==> src/rtl/tx_snap_capture_ctrl.sv <==
// tx_snap_capture_ctrl
// Arms and triggers a snapshot capture of the 10GbE TX data stream into a
// BRAM. The software control word is registered once, an arm rising edge
// starts a capture (immediately or after an external trigger), and every
// qualifying cycle produces one registered BRAM write. A status word reports
// done, busy and the number of words written.
module tx_snap_capture_ctrl #(
  parameter int ADDR_W = 11,
  parameter int DATA_W = 64
) (
  input  logic              user_clk,
  input  logic              user_rst_n,
  input  logic [31:0]       ctrl,
  input  logic [DATA_W-1:0] din,
  input  logic              din_we,
  input  logic              trig,
  output logic [ADDR_W-1:0] bram_addr,
  output logic [DATA_W-1:0] bram_din,
  output logic              bram_we,
  output logic [31:0]       status
);

  typedef enum logic [1:0] {
    ST_IDLE      = 2'd0,
    ST_WAIT_TRIG = 2'd1,
    ST_CAPTURE   = 2'd2,
    ST_DONE      = 2'd3
  } state_t;

  // Count value after the final write, and the count of the final write.
  localparam logic [ADDR_W:0] FULL_CNT = {1'b1, {ADDR_W{1'b0}}};
  localparam logic [ADDR_W:0] LAST_CNT = {1'b0, {ADDR_W{1'b1}}};
  localparam int              PAD_W    = 29 - ADDR_W;

  // Registered control bits: [0] arm, [1] trig_sel, [2] we_sel, [3] abort.
  logic [3:0]        ctrl_q;
  logic              arm_prev_q;

  state_t            state_q;
  logic [ADDR_W:0]   count_q;
  logic [ADDR_W:0]   count_d;
  logic [ADDR_W:0]   stat_cnt_q;
  logic              done_q;
  logic              busy_q;
  logic              bram_we_q;
  logic [ADDR_W-1:0] bram_addr_q;
  logic [DATA_W-1:0] bram_din_q;

  logic              arm_s;
  logic              trig_sel_s;
  logic              we_sel_s;
  logic              abort_s;
  logic              arm_rise_s;
  logic              qual_s;
  logic              write_s;
  logic              last_s;
  logic              unused_ctrl_s;

  // Only the low four control bits carry meaning.
  assign unused_ctrl_s = ^ctrl[31:4];

  assign arm_s      = ctrl_q[0];
  assign trig_sel_s = ctrl_q[1];
  assign we_sel_s   = ctrl_q[2];
  assign abort_s    = ctrl_q[3];

  // An arm edge is only honoured while abort is low.
  assign arm_rise_s = arm_s & ~arm_prev_q & ~abort_s;
  assign qual_s     = we_sel_s | din_we;
  assign last_s     = (count_q == LAST_CNT);
  assign count_d    = count_q + {{ADDR_W{1'b0}}, 1'b1};

  // A write is issued in CAPTURE, or in WAIT_TRIG on the trigger cycle itself.
  assign write_s = ~abort_s & qual_s & (count_q != FULL_CNT) &
                   ((state_q == ST_CAPTURE) | ((state_q == ST_WAIT_TRIG) & trig));

  // Control word register and arm-edge history. The arm bit and its history
  // both come out of reset high, so an arm level already present at reset
  // release is not seen as a new edge.
  always_ff @(posedge user_clk or negedge user_rst_n) begin
    if (!user_rst_n) begin
      ctrl_q     <= 4'b0001;
      arm_prev_q <= 1'b1;
    end else begin
      ctrl_q     <= ctrl[3:0];
      arm_prev_q <= ctrl_q[0];
    end
  end

  // Capture FSM together with the registered BRAM port and status fields.
  always_ff @(posedge user_clk or negedge user_rst_n) begin
    if (!user_rst_n) begin
      state_q     <= ST_IDLE;
      count_q     <= {(ADDR_W+1){1'b0}};
      stat_cnt_q  <= {(ADDR_W+1){1'b0}};
      done_q      <= 1'b0;
      busy_q      <= 1'b0;
      bram_we_q   <= 1'b0;
      bram_addr_q <= {ADDR_W{1'b0}};
      bram_din_q  <= {DATA_W{1'b0}};
    end else begin
      bram_we_q   <= write_s;
      // Address tracks the count, so it holds the write address during the
      // write strobe and wraps to zero once the count reaches full depth.
      bram_addr_q <= count_q[ADDR_W-1:0];
      stat_cnt_q  <= count_q;
      if (write_s) begin
        bram_din_q <= din;
        count_q    <= count_d;
      end

      case (state_q)
        ST_IDLE, ST_DONE: begin
          if (abort_s) begin
            state_q <= ST_IDLE;
            done_q  <= 1'b0;
            busy_q  <= 1'b0;
          end else if (arm_rise_s) begin
            state_q <= trig_sel_s ? ST_WAIT_TRIG : ST_CAPTURE;
            count_q <= {(ADDR_W+1){1'b0}};
            done_q  <= 1'b0;
            busy_q  <= 1'b1;
          end
        end
        ST_WAIT_TRIG, ST_CAPTURE: begin
          if (abort_s) begin
            state_q <= ST_IDLE;
            done_q  <= 1'b0;
            busy_q  <= 1'b0;
          end else if (write_s && last_s) begin
            state_q <= ST_DONE;
            done_q  <= 1'b1;
            busy_q  <= 1'b0;
          end else if ((state_q == ST_WAIT_TRIG) && trig) begin
            state_q <= ST_CAPTURE;
          end
        end
        default: begin
          state_q <= ST_IDLE;
          done_q  <= 1'b0;
          busy_q  <= 1'b0;
        end
      endcase
    end
  end

  assign bram_we   = bram_we_q;
  assign bram_addr = bram_addr_q;
  assign bram_din  = bram_din_q;
  assign status    = {done_q, busy_q, {PAD_W{1'b0}}, stat_cnt_q};

endmodule

==> config.mk <==
export PLATFORM = sky130hd
export DESIGN_NAME = tx_snap_capture_ctrl
export DESIGN_NICKNAME = d
export VERILOG_FILES = /design/src/rtl/tx_snap_capture_ctrl.sv
export SDC_FILE = /design/constraint.sdc
export NUM_CORES = 1
export LEC_CHECK = 0
export BUFFER_PORTS_ARGS = -buffer_cell sky130_fd_sc_hd__buf_2
export CORE_ASPECT_RATIO = 0.9
export CORE_MARGIN = 4
export CORE_UTILIZATION = 49
export DETAILED_ROUTE_END_ITERATION = 16
export GPL_ROUTABILITY_DRIVEN = 0
export HOLD_SLACK_MARGIN = 0.03
export PLACE_DENSITY = 0.91
export SYNTH_ARGS = -nofsm -noshare
export SYNTH_HDL_FRONTEND = slang
export SYNTH_SLANG_ARGS = --single-unit
==> constraint.sdc <==
create_clock -name user_clk -period 3.94 [get_ports user_clk]
set_clock_uncertainty 0.2 [all_clocks]
set_input_delay 0.394 -clock user_clk [delete_from_list [all_inputs] [get_ports user_clk]]
set_output_delay 0.394 -clock user_clk [all_outputs]
set_load 0.05 [all_outputs]
==> impl_metrics.py <==
metrics = {
    "status": {
        "status": "finished, final reports clean",
    },
    "pwr": {
        "power_density_nw_per_um2": 940,
        "leakage_nw": 2.63,
        "power_mw": 4.76,
        "ir_drop_uv": 569,
    },
    "sta": {
        "tns_ps": 0,
        "finalSetupViolCount": 0,
        "fin_crit_sh_pct": 66.4,
        "slew_viol_final": 0,
        "final_hold_viol_count": 0,
        "fin_crit_ps": 2620,
        "fmax_mhz": 382,
        "max_slew_margin_pct": 49.5,
        "rsz0062_at_grt": "false",
        "tightest_slew_ps": 757,
    },
    "worst_setup_path": {
        "crit_type": "reg -> reg",
        "critical_path_required_ps": 3970,
        "slowest_stage": "and2_4",
        "r2r_start": "state_q[1]$_DFFE_PN0P_",
        "cp_cell_sequence": "inv_1, ha_1, a21oi_1, nor3_1, buf_4, and2_4, buf_12, mux2_2",
        "crit_fanout": 42,
        "cpPeakStageDelay_ps": 480,
        "critPathLaunch": "state_q[1]$_DFFE_PN0P_",
        "cp-start-kind": "register",
        "crit_arrival_ps": 2640,
        "endpoint_kind": "register",
    },
    "floorplan": {
        "initial_core_util_pct": 50.7,
        "core_um2": 8150,
        "pin_count": 208,
        "die_width_um": 105,
        "dieArea_um2": 9970,
        "num_rows": 31,
        "die_y_um": 95.1,
    },
    "yosys": {
        "synthTopCellsByArea": "dfrtp_1, mux2_2, mux2_4",
        "ys_ff_latch": 98,
        "ys_seq_area_share_pct": 59.4,
        "synth_top_area_share_pct": 58.1,
        "yosys.area.top_type": "dfrtp_1",
        "synthCells": 285,
        "avgSynthCellArea_um2": 14.5,
        "ys_types": 33,
        "yosysWarningCount": 0,
        "synth_area_um2": 4130,
    },
    "global_route": {
        "grt_max_degree": 63,
        "grt_pass1_wl_mm": 12.9,
        "antenna_found_initial": 0,
        "grt_usage_pct": 16.5,
        "grt-ovfl-total": 0,
        "grt_pass1_vias": 2610,
    },
    "job": {
        "drv_cap": 0,
    },
    "clock_tree": {
        "clockBufferDepth": 2,
        "cts_buffers": 9,
        "cts_tree": "built",
        "post-cts-setup-buffers": 0,
        "cts_sinks": 98,
        "path_clk_slew_ps": 100,
        "clock-root-buffer": "clkbuf_8",
        "cts.htree.levels": 3,
        "clkLatencyLatePin_ps": 350,
    },
    "worst_hold_path": {
        "min_path_type": "in -> reg",
        "hold_path.startpoint": "din[37]",
    },
    "finish": {
        "final_common_cell": "buf_2",
        "fillers": 617,
        "multi_input_area_um2": 1390,
        "layout_common_cells": "buf_2, dfrtp_1, mux2_2",
        "ff_latch_area_um2": 2450,
        "antenna_cells": 0,
        "stdcell_count": 544,
        "areaGrowthSynthToFinish_pct": 22.5,
        "layout-drive-gt1-share_pct": 56.4,
        "final_nets": 545,
        "final_core_util_pct": 62.2,
    },
    "placed_design": {
        "io_buffers": 161,
        "dp_hpwl_mm": 6.11,
        "place_inst": 523,
    },
    "detailed_routing": {
        "vias": 2603,
        "routed_wl_mm": 8.23,
        "vias_per_cell": 4.78,
        "route.detailed.drc": 0,
        "drt_iter0_drc": 94,
        "dr.pass1.iters": 4,
        "ant_nets": 0,
        "wl_per_cell_um": 15.1,
    },
}
stage by stage:
stage	hold WS [ps]	setup slack (ps)	cell area, µm²
floorplan	-102	1800	4200
global placement	154	1410	4840
detailed placement	155	1340	4840
CTS	45.5	1310	5050
global route	33.9	1190	5060
finish	65.1	1320	5060
Yosys cell counts:
master    number
nand4_1        8
buf_8          3
conb_1         1
dfrtp_1       96
a21oi_1        4
and2_1         1
o21ai_0        1
ha_1           4
a31oi_1        1
inv_1          6
mux2_4        27
nand3_2        1
mux2i_1        2
nor4b_2        2
and3_1         3
and3b_1        1
xnor2_1        1
clkbuf_1       2
buf_4         31
nor3b_1        1
nand3_1        5
nor2_1        16
xor2_1        10
mux2_2        39
dfstp_2        2
nand3b_1       1
nor2b_1        2
o31ai_1        2
buf_2          4
nor3_1         2
nand2_1        3
buf_6          2
and2_4         1
registers in the layout, indices dropped and copies added, names as in the netlist:
register    flops
done_q          1
ctrl_q          4
bram_addr      10
count_q        12
bram_we         1
busy_q          1
arm_prev_q      1
stat_cnt_q      2
bram_din       64
state_q         2
worst max-delay path: cells and delay by family (launching register included):
kind                     cells  cell delay [ps]
adder cells (fa/ha/maj)      1              190
buffers and inverters        3              580
flip-flops                   1              410
multiplexers                 1              370
AND/OR/NAND/NOR              2              640
AO/OA/AOI/OAI                1               80
cells by family after synthesis:
group | synth area share, %
fa+ha+maj | 1.21
xor+xnor | 2.33
mux | 20.9
simple gates | 6.45
compound gates | 1.12
flops | 59.4
other cells | 0.0907
buf+inv | 8.48
path summary, 6_finish.rpt:
check	slack, ps	cells past startpoint	to
worst max-delay path	1320	8	bram_din[58]$_DFFE_PN0P_
worst min-delay path	70	2	bram_din[37]$_DFFE_PN0P_
worst max register to register	1320	8	bram_din[58]$_DFFE_PN0P_
worst min register to register	170	0	arm_prev_q$_DFF_PN1_
max in group asynchronous	2120	3	bram_din[49]$_DFFE_PN0P_
min in group asynchronous	440	2	bram_din[12]$_DFFE_PN0P_
where the power goes:
| part | internal, mW | switching (mW) | leakage, nW |
|---|---|---|---|
| sequential | 1.39 | 0.209 | 1.21 |
| clock | 0.228 | 0.334 | 0.0854 |
| combinational | 0.771 | 1.83 | 1.34 |
final cells by class:
class | count | share of cell area [%]
Inverter | 6 | 0.445
Tap cell | 99 | 2.45
Sequential cell | 98 | 48.5
Multi-Input combinational cell | 156 | 27.5
Clock buffer | 9 | 2.45
Clock inverter | 6 | 0.865
Timing Repair Buffer | 170 | 17.8
routing by layer:
metal  wire length [µm]  vias to the layer above  track usage (%)
li1                   -                     1224                -
met1               3410                     1265             20.9
met2               4150                      102             27.1
met3                545                       12             4.74
met4                132                        0             6.56
met5                  0                        -                0
what timing repair did:
item	CTS	global route
hold buffers	5	1
hold endpoints to repair	63	1
gates resized for setup	0	0
No activity file was read; power rests on OpenSTA's default activity.
